<file path="src/rtl/sap_bus_ctrl.sv">
// Bus and register controller for the SAP-style computer: PC, general registers, registered ALU,
// debounced GO command path. Optional ALU carry/zero flags are built when ALU_FLAGS_EN is defined.
module sap_bus_ctrl #(
  parameter int DW     = 8,
  parameter int PCW    = 4,
  parameter int NREG   = 2,
  parameter int SELW   = 4,
  parameter int DB_LEN = 50000,
  parameter int PC_DIV = 1
) (
  input  logic            CLK,
  input  logic            RESET_N,
  input  logic            GO,
  input  logic [SELW-1:0] SEL,
  input  logic            PRGM,
  input  logic            WE,
  input  logic            OE,
  input  logic [DW-1:0]   PRGM_IN,
  input  logic            EN,
  input  logic            HLT,
  input  logic [2:0]      OP,
  output logic [DW-1:0]   BUS_OUT,
  output logic [DW-1:0]   CURRENT,
  output logic [PCW-1:0]  COUNT,
  output logic            ON,
  output logic            ERR,
  output logic            CF,
  output logic            ZF
);

  localparam int DBW = (DB_LEN > 1) ? $clog2(DB_LEN) : 1;
  localparam int PSW = (PC_DIV > 1) ? $clog2(PC_DIV) : 1;
  localparam logic [SELW-1:0] SEL_ALU = SELW'(NREG + 1);

  // ---------------------------------------------------------------- debounce
  logic           sync1_q;
  logic           go_s_q;
  logic           go_db_q, go_db_d;
  logic           go_db_dly_q;
  logic           cmd_q;
  logic [DBW-1:0] db_cnt_q, db_cnt_d;

  always_comb begin
    go_db_d  = go_db_q;
    db_cnt_d = '0;
    if (go_s_q != go_db_q) begin
      if (db_cnt_q == DBW'(DB_LEN - 1)) begin
        go_db_d = go_s_q;
      end else begin
        db_cnt_d = db_cnt_q + DBW'(1);
      end
    end
  end

  always_ff @(posedge CLK or negedge RESET_N) begin
    if (!RESET_N) begin
      sync1_q     <= 1'b0;
      go_s_q      <= 1'b0;
      go_db_q     <= 1'b0;
      go_db_dly_q <= 1'b0;
      db_cnt_q    <= '0;
      cmd_q       <= 1'b0;
    end else begin
      sync1_q     <= GO;
      go_s_q      <= sync1_q;
      go_db_q     <= go_db_d;
      go_db_dly_q <= go_db_q;
      db_cnt_q    <= db_cnt_d;
      // Only the press edge issues a command; release is silent.
      cmd_q       <= go_db_q & ~go_db_dly_q;
    end
  end

  // ---------------------------------------------------------------- state
  logic [DW-1:0]  regs_q [NREG];
  logic [DW-1:0]  regs_d [NREG];
  logic [DW-1:0]  alu_q, alu_d;
  logic [DW-1:0]  holder_q, holder_d;
  logic [DW-1:0]  cur_q;
  logic [PCW-1:0] pc_q, pc_d;
  logic [PSW-1:0] presc_q, presc_d;
  logic           on_q;
  logic           err_q, err_d;

  logic [DW-1:0]  pc_just;
  logic [DW-1:0]  src_val;
  logic [DW-1:0]  wr_val;
  logic           sel_pc, sel_reg, sel_alu, src_ok;
  logic           pc_wr;
  logic           run;

  assign pc_just = DW'(pc_q) << (DW - PCW);
  assign sel_pc  = (SEL == '0);
  assign sel_alu = (SEL == SEL_ALU);
  assign src_ok  = sel_pc | sel_reg | sel_alu;
  assign wr_val  = PRGM ? PRGM_IN : holder_q;
  assign run     = EN & ~HLT;

  // Source mux shared by OE and CURRENT; invalid selects read as zero.
  always_comb begin
    src_val = '0;
    sel_reg = 1'b0;
    if (sel_pc) src_val = pc_just;
    if (sel_alu) src_val = alu_q;
    for (int i = 0; i < NREG; i++) begin
      if (SEL == SELW'(i + 1)) begin
        sel_reg = 1'b1;
        src_val = regs_q[i];
      end
    end
  end

  always_comb begin
    for (int i = 0; i < NREG; i++) regs_d[i] = regs_q[i];
    holder_d = holder_q;
    pc_wr    = 1'b0;
    err_d    = 1'b0;
    if (cmd_q) begin
      if (PRGM || WE) begin
        if (sel_pc) begin
          pc_wr = 1'b1;
        end else if (sel_reg) begin
          for (int i = 0; i < NREG; i++) begin
            if (SEL == SELW'(i + 1)) regs_d[i] = wr_val;
          end
        end else begin
          err_d = 1'b1;
        end
      end else if (OE) begin
        if (src_ok) holder_d = src_val;
        else        err_d    = 1'b1;
      end
    end
  end

  // A PC write wins over the increment and restarts the prescaler.
  always_comb begin
    pc_d    = pc_q;
    presc_d = presc_q;
    if (pc_wr) begin
      pc_d    = wr_val[DW-1:DW-PCW];
      presc_d = '0;
    end else if (run) begin
      if (presc_q == PSW'(PC_DIV - 1)) begin
        presc_d = '0;
        pc_d    = pc_q + PCW'(1);
      end else begin
        presc_d = presc_q + PSW'(1);
      end
    end
  end

  // ---------------------------------------------------------------- ALU
  logic [DW-1:0] r0, r1;
  assign r0 = regs_q[0];
  assign r1 = regs_q[1];

`ifdef ALU_FLAGS_EN
  logic [DW:0] alu_w;
  logic        alu_c;
  logic        cf_q, zf_q;

  always_comb begin
    alu_w = '0;
    case (OP)
      3'd0:    alu_w = {1'b0, r0} + {1'b0, r1};
      3'd1:    alu_w = {1'b0, r0} - {1'b0, r1};
      3'd2:    alu_w = {1'b0, r0} - (DW+1)'(1);
      3'd3:    alu_w = {1'b0, r0} + (DW+1)'(1);
      3'd4:    alu_w = {1'b0, ~r0};
      3'd5:    alu_w = {1'b0, r0 & r1};
      3'd6:    alu_w = {1'b0, r0 | r1};
      default: alu_w = {1'b0, r0 ^ r1};
    endcase
  end

  assign alu_d = alu_w[DW-1:0];
  assign alu_c = alu_w[DW];

  always_ff @(posedge CLK or negedge RESET_N) begin
    if (!RESET_N) begin
      cf_q <= 1'b0;
      zf_q <= 1'b0;
    end else begin
      cf_q <= alu_c;
      zf_q <= (alu_d == '0);
    end
  end

  assign CF = cf_q;
  assign ZF = zf_q;
`else
  always_comb begin
    alu_d = '0;
    case (OP)
      3'd0:    alu_d = r0 + r1;
      3'd1:    alu_d = r0 - r1;
      3'd2:    alu_d = r0 - DW'(1);
      3'd3:    alu_d = r0 + DW'(1);
      3'd4:    alu_d = ~r0;
      3'd5:    alu_d = r0 & r1;
      3'd6:    alu_d = r0 | r1;
      default: alu_d = r0 ^ r1;
    endcase
  end

  assign CF = 1'b0;
  assign ZF = 1'b0;
`endif

  // ---------------------------------------------------------------- registers
  always_ff @(posedge CLK or negedge RESET_N) begin
    if (!RESET_N) begin
      for (int i = 0; i < NREG; i++) regs_q[i] <= '0;
      alu_q    <= '0;
      holder_q <= '0;
      cur_q    <= '0;
      pc_q     <= '0;
      presc_q  <= '0;
      on_q     <= 1'b0;
      err_q    <= 1'b0;
    end else begin
      for (int i = 0; i < NREG; i++) regs_q[i] <= regs_d[i];
      alu_q    <= alu_d;
      holder_q <= holder_d;
      cur_q    <= src_val;
      pc_q     <= pc_d;
      presc_q  <= presc_d;
      on_q     <= run;
      err_q    <= err_d;
    end
  end

  assign BUS_OUT = holder_q;
  assign CURRENT = cur_q;
  assign COUNT   = pc_q;
  assign ON      = on_q;
  assign ERR     = err_q;

endmodule

</file>
<file path="config.mk">
export PLATFORM = sky130hd
export DESIGN_NAME = sap_bus_ctrl
export DESIGN_NICKNAME = d
export VERILOG_FILES = /design/src/rtl/sap_bus_ctrl.sv
export SDC_FILE = /design/constraint.sdc
export NUM_CORES = 1
export LEC_CHECK = 0
export CORE_MARGIN = 8
export CORE_UTILIZATION = 56
export CTS_BUF_LIST = sky130_fd_sc_hd__clkbuf_16
export CTS_CLUSTER_DIAMETER = 50
export DETAILED_ROUTE_END_ITERATION = 12
export PLACE_DENSITY = 0.8
export SETUP_SLACK_MARGIN = 0.1
export SLEW_MARGIN = 10
export SYNTH_ARGS = -nofsm -noshare
export SYNTH_HDL_FRONTEND = slang
export SYNTH_SLANG_ARGS = --single-unit
export TNS_END_PERCENT = 50
</file>
<file path="constraint.sdc">
create_clock -name CLK -period 2.7 [get_ports CLK]
set_clock_uncertainty 0.05 [all_clocks]
set_input_delay 0.54 -clock CLK [delete_from_list [all_inputs] [get_ports CLK]]
set_output_delay 0.54 -clock CLK [all_outputs]
set_load 0.01 [all_outputs]
</file>
=== Yosys cells after proc, flatten, opt, wreduce, memory -nomap -nowiden ===
Index checks and enable logic that the tools add are counted.

* Input port bits: 23
* Logic and storage cells: 80
* Output and inout bits: 24
* Register bits: 68

* Bitwise logic cells: 12
* Equal/unequal tests: 12
* Reductions and logical operators: 9
* Multiplexer cells: 25
* Add/sub/neg operators: 7

{| class="wikitable"
|+ Operator list
! cell !! number
|-
| case mux 8 bit (7 select lines) || 1
|-
| two-way mux 8 bit || 5
|-
| two-way mux 16 bit || 2
|-
| adder 16 x 1 -> 16 bit (second input constant) || 1
|-
| equality test 16 bit (second input constant) || 1
|-
| two-way mux 1 bit || 14
|-
| two-way mux 4 bit || 3
|-
| AND reduction 5 bit || 2
|-
| equality test 3 bit (second input constant) || 3
|-
| adder 8 x 1 -> 8 bit (second input constant) || 1
|-
| adder 8 bit || 1
|-
| AND 8 bit || 1
|-
| equality test 4 x 2 -> 1 bit (second input constant) || 2
|-
| NOT 8 bit || 1
|-
| OR 8 bit || 1
|-
| subtractor 8 x 1 -> 8 bit (second input constant) || 1
|-
| subtractor 8 bit || 1
|-
| bitwise XOR 8 bit || 1
|-
| equality test 3 x 2 -> 1 bit (second input constant) || 2
|-
| adder 4 x 1 -> 4 bit (second input constant) || 1
|-
| equality test 4 x 1 -> 1 bit (second input constant) || 1
|-
| zero test 4 bit || 1
|-
| NOT 1 bit || 4
|-
| AND reduction 2 bit || 2
|-
| 10 further kinds || 12
|}

=== Depth between registers and ports, before layout ===
Gate-level depths: netlist of the first run.

* Word-level depth: 9
* Gate-level depth with buffers: 12
* Gate-level depth less buffers: 12

=== Worst setup path after synthesis of the first run ===
OpenSTA, ideal clock, no wires.

* Kind: input to register
* Start point: input port OP[0]
* End point: register alu_q[6]
* Required time: 2581 ps
* Stages on the path: 10
* Slack: -111 ps
* Library setup time: 69 ps
* Arrival time: 2692 ps
* Cells stage by stage: buf_2 > buf_1 > clkbuf_1 > a21oi_1 > ha_1 > nor2b_1 > o21ai_0 > a21boi_0 > or4_1 > nand3_1

* Longest elaborated chain between the ends: 2
* Elaborated cells between the ends (all ways): 8

{| class="wikitable"
|+ RTL lines
! what !! RTL line !! RTL
|-
| from (decl) || 21 || <nowiki>input logic [2:0] OP,</nowiki>
|-
| equality test 3 bit (tied with other cells) || 195 || <nowiki>case (OP)</nowiki>
|-
| case mux 8 bit (7 select lines) (*) || 195 ||
|-
| via alu_d[6] || 77 || <nowiki>logic [DW-1:0] alu_q, alu_d;</nowiki>
|-
| to (signal assigned) || 224 || <nowiki>alu_q <= alu_d;</nowiki>
|-
| to (decl) || 77 ||
|}

Mark *: on every way through the listed nets, which the timed path passes. The rest lies on a longest branch.
A chain may end at the register's enable or synchronous reset.

=== Final worst setup path of the first run ===
* Start point: input port OP[0]
* End point: register alu_q[7]

Same word-level chain as after synthesis.

==> results.txt, run 1 <==
----------------------------------------------------
[Placement]
  Total half-perimeter wirelength after legalization and detailed placement ... 7114 um
  IO buf count ... between 40 and 50
  Dpl ws ... -0.2930 ns
  Placed inst area ... 0.004713 mm2
  Placer Congestion ... 0.9498
  Placed instance count ... 573

[Clock network]
  Total number of clock tree sinks ... 67
  Skew-Pair Late Insertion Delay ... 0.33 ns
  Maximum buffer depth of the clock tree ... 2
  Number of buffers added to fix hold violations after cts ... 0
  Clock H-tree levels ... 3
  Worst-path clk slew ... 0.05 ns
  TritonCTS clock tree ... yes
  Clock Root Buffer ... clkbuf_16
  Cts bufs inserted ... 9

[Final layout]
  Fraction of final layout cells with drive strength greater than 1 ... 18.05%
  Layout Area Growth over Synthesis ... 28.23%
  Total inserted antenna cells ... 0
  Number of inserted filler cells in the final layout ... about 520
  Util after Layout ... approximately 72%
  Layout Nets ... 538
  Area used by multi-input combinational logic ... 0.002170 mm2
  Sequential standard cell area ... 0.001678 mm2
  Final cell area excluding filler cells ... slightly above 0.005 mm2
  Post-route non-filler standard cell count ... around 590

[Power]
  Cell Pwr Density ... 529.0 mW/mm2
  Leakage power summed over all cells ... 2.371 nW
  Peak supply drop ... 488.8 uV
  Sum of internal, switching and leakage power ... 0.002718 W

[Flow run]
  Number of violations of the max-capacitance limit ... 0

[Critical path]
  Kind of capture point of the worst setup path ... register
  Startpoint of the worst-slack reg-to-reg timing path ... r1[0]
  Required time of the critical path ... 2.84 ns
  Critical path class ... input pin to register
  Crit-path cells ... clkdlybuf4s50_1 -> buf_6 -> nand2b_4 -> buf_4 -> nor3_1 -> o21ai_0 -> o211ai_1 -> ha_1 -> buf_4 -> a31oi_2 -> xor2_1 -> mux2i_1
  Largest stage delay on the critical path ... 0.51 ns
  CP Data Arrival Time ... ~2.7 ns
  Most common cell on crit path ... buf_4
  Start point of the critical path ... OP[0]
  Nature of the critical path startpoint ... input pin
  Setup slack of the worst register-to-register path ... 0.20 ns
  Highest net fanout along the worst path ... 7
  Critical path's slowest cell ... clkdlybuf4s50_1

[Routing]
  DR vias ... 3328
  Antenna viol nets, final ... 0
  Detail-routed net length per standard cell ... roughly 16 um
  Wire length reported by the detailed router ... 9744 um
  DRC ... 0
  Via count normalized by instance count ... 5.622
  Starting DRC count in detailed routing ... 155
  Drt first pass iters ... 4

[Synthesis]
  Number of warning messages in the yosys log ... 0
  Asr flop ratio synth ... 100.0%
  Predominant post-synthesis flop cell ... dfrtp_1
  Netlist cell types ... 51
  Leading area contributor after synthesis ... dfrtp_1
  Proportion of netlist area held by the largest area contributor ... 41.85%
  Ranking of synthesized cells by area ... dfrtp_1 (42%), ha_1 (8.1%), o21ai_0 (4.7%)
  Commonest cells post-synth ... dfrtp_1 (67), nand2_1 (42), nor2_1 (41), o21ai_0 (38), inv_1 (28)
  Share of synthesized area occupied by flip-flops and latches ... 41.85%
  Average size of a mapped cell ... 9.516 um2
  Most frequent cell after synthesis ... dfrtp_1
  Mapped Area ... about 0.0040 mm2
  Synthesized instance count ... between 400 and 500
  Flop and latch count out of synthesis ... 67
  Number of flops mapped to enable cells by yosys ... 0

[Floorplanning]
  Top-level port count ... 47
  Initial cell density of the core ... 56.44%
  Die Y-Extent ... 100.6 um
  Floorplan core area ... ~0.007 mm2
  Std cell rows ... 31
  Die Area ... 0.01012 mm2
  Chip Width ... 100.6 um

[Global route]
  Overall fraction of global-route tracks in use ... 19.89%
  Maximum number of pins on one net before global-route repair ... 45
  First-pass GRT wire length ... 16010 um
  Antenna violations before repair ... 0
  Number of global-route vias before repair ... around 3300
  Total congestion overflow ... 0

[Timing]
  Clock period minus final worst setup slack ... 2.520 ns
  Setup slack of the critical path after layout ... about 0.18 ns
  Final worst path period share ... 93.35%
  Least-Margin Pin Slew ... 0.5779 ns
  Total of endpoints with negative setup slack in the final report ... 0
  Final hold violation count ... 0
  Unrepaired setup endpoints after global routing ... false
  Fin. max-slew vios ... 0
  Normalized max-slew margin ... between 60% and 70%
  Maximum clock frequency ... 396.8 MHz

[Run status]
  Outcome ... finished clean

[Worst hold path]
  Path category of the worst min-delay check ... input pin to asynchronous set/reset pin

----------------------------------------------------
layer usage:
metal  up-vias  wire length (um)  part of all wire (%)  GRT usage [%]
li1       1581                 -                     -              -
met1      1648              4265                    44          24.54
met2        85              4852                    50          33.88
met3        14               507                   5.2          5.318
met4         0               118                   1.2          4.186
met5         -                 0                     0              0
critical path, delay by kind of cell:
kind	cells	cell delay [ns]
compound gates	3	0.37
mux	1	0.11
simple gates	2	0.18
buf+inv	4	0.96
fa+ha+maj	1	0.29
xor+xnor	1	0.21
what timing repair did:
action | 4_1_cts | 5_1_grt
gates resized for setup | 3 | 25
gates cloned | 0 | 0
pin swaps | 0 | 11
setup endpoints to repair | 2 | 3
buffers inserted | 0 | 3
kinds of logic after synthesis:
kind of cell | Yosys count | synth area share [%]
simple gates | 142 | 17.02
buf+inv | 54 | 5.778
xor+xnor | 23 | 5.028
flops | 67 | 41.85
other cells | 1 | 0.09360
compound gates | 81 | 12.06
mux | 26 | 9.557
fa+ha+maj | 27 | 8.620
registers in the layout, summed over array words and instances, names as in the netlist:
register and cells:
go_db_q 1, BUS_OUT 8, ERR 1, cmd_q 1
alu_q 8, CURRENT 8, r0 8, db_cnt_q 16
go_s_q 1, r1 8, go_db_dly_q 1, sync1_q 1
COUNT 4, ON 1
through the flow:
stage	hold WS (ns)	TNS (ns)
2_1_floorplan	0.1944	0
3_3_place_gp	0.2850	-0.7988
3_5_place_dp	0.2872	-0.8813
4_1_cts	0.1707	0
5_1_grt	0.1994	0
6_report	0.1599	0
layout by cell type (no fill, tap or decap), types with 12 or more instances in the layout:
cell / n
xnor2_1: 14
inv_1: 27
dfrtp_1: 66
mux2i_1: 12
a21oi_1: 14
nand2_1: 42
clkdlybuf4s50_1: 41
ha_1: 22
nor2_1: 39
buf_4: 34
o21ai_0: 35
area by class of cell:
type | count | area share [%]
clock inverters | 7 | 1.827
clock buffers | 9 | 4.384
flip-flops and latches | 67 | 32.66
repair buffers | 81 | 14.44
well taps | 99 | 2.411
inverters | 28 | 2.046
multi-input cells | 301 | 42.23
final timing paths:
kind / endpoint / depth (start not counted)
setup / recovery: alu_q[7] / 12
hold / removal: BUS_OUT[7] / 1
setup reg to reg: alu_q[7] / 12
hold reg to reg: go_s_q / 0
max in group asynchronous: r1[0] / 2
min in group CLK: go_s_q / 0
power breakdown:
part,internal (W),switching (W)
clock network,0.000805,0.000429
logic,0.000204,0.000178
registers,0.00105,0.0000489
No activity file was read; power rests on OpenSTA's default activity.
==> run 2: changes to the inputs <==
--- a/config.mk
+++ b/config.mk
@@ -6,11 +6,11 @@
 export NUM_CORES = 1
 export LEC_CHECK = 0
 export CORE_MARGIN = 8
-export CORE_UTILIZATION = 56
+export CORE_UTILIZATION = 45
 export CTS_BUF_LIST = sky130_fd_sc_hd__clkbuf_16
 export CTS_CLUSTER_DIAMETER = 50
 export DETAILED_ROUTE_END_ITERATION = 12
-export PLACE_DENSITY = 0.8
+export PLACE_DENSITY = 0.66
 export SETUP_SLACK_MARGIN = 0.1
 export SLEW_MARGIN = 10
 export SYNTH_ARGS = -nofsm -noshare
==> run 2 against run 1 <==
  * Sequential power about the same
  * Final area increased by 0.44%
  * Cell count increased by 1.9%
  * Via count decreased by 1.7%
  * Utilization decreased by 13 points
  * First-iteration DRC count increased by 11%
  * Worst hold slack improved by 0.0070 ns
  * Power decreased by 0.74%
  * Clock-buffer cell count unchanged
  * Setup slack improved by 0.058 ns
  * Sequential share of layout area decreased by 0.14 points
  * Combinational power about the same
==> results.txt, run 2 (synthesis gave the netlist of run 1 again) <==
----------------------------------------------------
[Run status]
  Outcome ... finished clean (unchanged)

[Routing]
  Via count normalized by instance count ... 5.425 (was 5.622)
  Antenna viol nets, final ... 0 (unchanged)
  Detail-routed net length per standard cell ... 16.26 um (was 16.46 um)
  Drt first pass iters ... 4 (unchanged)
  DRC ... 0 (unchanged)
  Starting DRC count in detailed routing ... 172 (was 155)
  DR vias ... 3271 (was 3328)
  Wire length reported by the detailed router ... 9802 um (was 9744 um)

[Global route]
  Maximum number of pins on one net before global-route repair ... 68 (was 45)
  First-pass GRT wire length ... 16350 um (was 16010 um)
  Total congestion overflow ... 0 (unchanged)
  Number of global-route vias before repair ... 3360 (was 3329)
  Antenna violations before repair ... 0 (unchanged)
  Overall fraction of global-route tracks in use ... 17.20% (was 19.89%)

[Timing]
  Normalized max-slew margin ... 64.72% (was 61.47%)
  Total of endpoints with negative setup slack in the final report ... 0 (unchanged)
  Final hold violation count ... 0 (unchanged)
  Fin. max-slew vios ... 0 (unchanged)
  Unrepaired setup endpoints after global routing ... true (was false)
  Worst hold slack after final layout ... 0.1668 ns (was 0.1599 ns)
  Maximum clock frequency ... 406.0 MHz (was 396.8 MHz)
  Clock period minus final worst setup slack ... 2.463 ns (was 2.520 ns)
  Least-Margin Pin Slew ... 0.5280 ns (was 0.5779 ns)
  Final worst path period share ... 91.22% (was 93.35%)

[Power]
  Relative contribution of combinational cells to total power ... 14.1% (about the same)
  Internal power summed over all cells ... 0.002054 W (was 0.002062 W)
  Sum of internal, switching and leakage power ... 0.002697 W (was 0.002718 W)
  Leakage power summed over all cells ... 2.392 nW (was 2.371 nW)
  Reg power frac ... 40.8% (was 40.5%)
  Peak supply drop ... 330.5 uV (was 488.8 uV)
  Clock network power share ... 45.1% (was 45.4%)
  Power spent charging and discharging nets ... 0.0006430 W (was 0.0006557 W)
  Cell Pwr Density ... 522.7 mW/mm2 (was 529.0 mW/mm2)
  Switching fraction of total power ... 23.84% (was 24.13%)

[Critical path]
  Sum of buffers and inverters on the critical path ... 0 (was 4)
  Worst r2r path cells ... 9 (was 12)
  Top cell family by delay on the critical path ... simple AND/OR/NAND/NOR gates (was buffers and inverters)
  Critical path's slowest cell ... or4_1 (was clkdlybuf4s50_1)
  FF-to-FF End ... alu_q[6] (was alu_q[7])
  Startpoint of the worst-slack reg-to-reg timing path ... r1[1] (was r1[0])
  CP Data Arrival Time ... 2.67 ns (was 2.66 ns)
  Critical path class ... register to register (was input pin to register)
  Nature of the critical path startpoint ... register (was input pin)
  Required time of the critical path ... 2.91 ns (was 2.84 ns)
  Kind of capture point of the worst setup path ... register (unchanged)
  Crit-path cells ... or3_4 -> a21oi_2 -> o22ai_1 -> a21oi_1 -> ha_1 -> o21ai_1 -> a21boi_1 -> or4_1 -> nand3_1 (was clkdlybuf4s50_1 -> buf_6 -> nand2b_4 -> buf_4 -> nor3_1 -> o21ai_0 -> o211ai_1 -> ha_1 -> buf_4 -> a31oi_2 -> xor2_1 -> mux2i_1)
  Highest net fanout along the worst path ... 5 (was 7)
  Setup slack of the worst register-to-register path ... 0.24 ns (was 0.20 ns)
  Largest stage delay on the critical path ... 0.47 ns (was 0.51 ns)

[Clock network]
  Clock Root Buffer ... clkbuf_16 (unchanged)
  Skew-Pair Late Insertion Delay ... 0.33 ns (about the same)
  Number of buffers added to fix hold violations after cts ... 0 (unchanged)
  Maximum buffer depth of the clock tree ... 2 (unchanged)
  Clock H-tree levels ... 3 (unchanged)
  Total number of clock tree sinks ... 67 (unchanged)
  TritonCTS clock tree ... yes (unchanged)
  Cts bufs inserted ... 9 (unchanged)
  Worst-path clk slew ... 0.05 ns (about the same)

[Placement]
  Placed instance count ... 583 (was 573)
  IO buf count ... 44 (unchanged)
  Placed inst area ... 0.004732 mm2 (was 0.004713 mm2)
  Placer Congestion ... 0.8452 (was 0.9498)
  Total half-perimeter wirelength after legalization and detailed placement ... 7343 um (was 7114 um)

[Final layout]
  Flip-flop count of the largest register, all copies and words added ... 16 (unchanged)
  Total inserted antenna cells ... 0 (unchanged)
  Layout Area Growth over Synthesis ... 28.79% (was 28.23%)
  Commonest cells after routing, fill and taps aside ... dfrtp_1 (66), nand2_1 (42), nor2_1 (40), clkdlybuf4s50_1 (40) (was dfrtp_1 (66), nand2_1 (42), clkdlybuf4s50_1 (41), nor2_1 (39), o21ai_0 (35))
  Fraction of final layout cells with drive strength greater than 1 ... 16.77% (was 18.05%)
  Final cell area excluding filler cells ... 0.005160 mm2 (was 0.005137 mm2)
  Post-route non-filler standard cell count ... 603 (was 592)
  Layout Nets ... 540 (was 538)
  Most frequent standard cell in the layout excluding fill and tap cells ... dfrtp_1 (unchanged)
  Most flops, register ... db_cnt_q (unchanged)
  Util after Layout ... 59.46% (was 72.38%)

[Floorplanning]
  Die Y-Extent ... 110.4 um (was 100.6 um)
  Std cell rows ... 34 (was 31)
  Initial cell density of the core ... 46.16% (was 56.44%)
  Die Area ... 0.01218 mm2 (was 0.01012 mm2)
  Floorplan core area ... 0.008678 mm2 (was 0.007098 mm2)
  Top-level port count ... 47 (unchanged)
  Chip Width ... 110.4 um (was 100.6 um)

[Flow run]
  Number of violations of the max-capacitance limit ... 0 (unchanged)

[Worst hold path]
  Path category of the worst min-delay check ... input pin to asynchronous set/reset pin (unchanged)

----------------------------------------------------
[run 2: repair_timing]
action | CTS | global route
cloned | 0 | 0
endpoints found under the setup margin | 3 | 4
buffers inserted | 0 | 4
resized for setup | 5 | 23
pin swaps | 0 | 9
[run 2: cell type report]
| cell class | instances | area, um2 |
|---|---|---|
| fill | 767 | 3518 |
| tap | 108 | 135.1 |
| timing repair buffer | 83 | 763.2 |
| multi-input combinational | 301 | 2168 |
| clock buffer | 9 | 225.2 |
| inverter | 28 | 105.1 |
| sequential | 67 | 1678 |
| clock inverter | 7 | 85.08 |
[run 2: power by group through the flow]
stage / combinational (W) / clock (W) / sequential, W
final: 0.000381 / 0.00122 / 0.00110
after global routing: 0.000426 / 0.00128 / 0.00111
after CTS: 0.000379 / 0.00124 / 0.00110
after detailed placement: 0.000376 / 0 / 0.00112
after global placement: 0.000368 / 0 / 0.00112
after floorplan: 0.000182 / 0 / 0.00112
[run 2: stage by stage]
step,TNS [ns],setup slack [ns]
after floorplan,0,0.1023
after global placement,-1.091,-0.3053
after detailed placement,-1.205,-0.3240
after CTS,0,0.09075
after global routing,0,0.05246
final,0,0.2372
[run 2: worst register-to-register path, stage by stage, from the launching register on]
cell      delay, ns
dfrtp_2        0.45
or3_4          0.43
a21oi_2        0.15
o22ai_1        0.08
a21oi_1        0.18
ha_1           0.27
o21ai_1        0.12
a21boi_1       0.10
or4_1          0.47
nand3_1        0.11
[run 2: worst max-delay path by stage]
| stage | start | cells after the start | endpoint | slack [ns] |
|---|---|---|---|---|
| after detailed placement | OP[1] | 11 | alu_q[6] | -0.32 |
| after global routing | r1[1] | 10 | alu_q[7] | 0.05 |
| after CTS | OP[2] | 10 | alu_q[6] | 0.09 |
| final | r1[1] | 9 | alu_q[6] | 0.24 |
| after floorplan | OP[0] | 12 | alu_q[6] | 0.10 |
| after global placement | OP[1] | 11 | alu_q[6] | -0.31 |
[run 2: metal layers]
layer,up-vias,global-route usage (%),part of all wire (%)
met2,81,27.49,49
met5,-,0,0
met3,15,4.651,6.1
li1,1592,-,-
met1,1583,21.91,43
met4,0,6.185,1.9
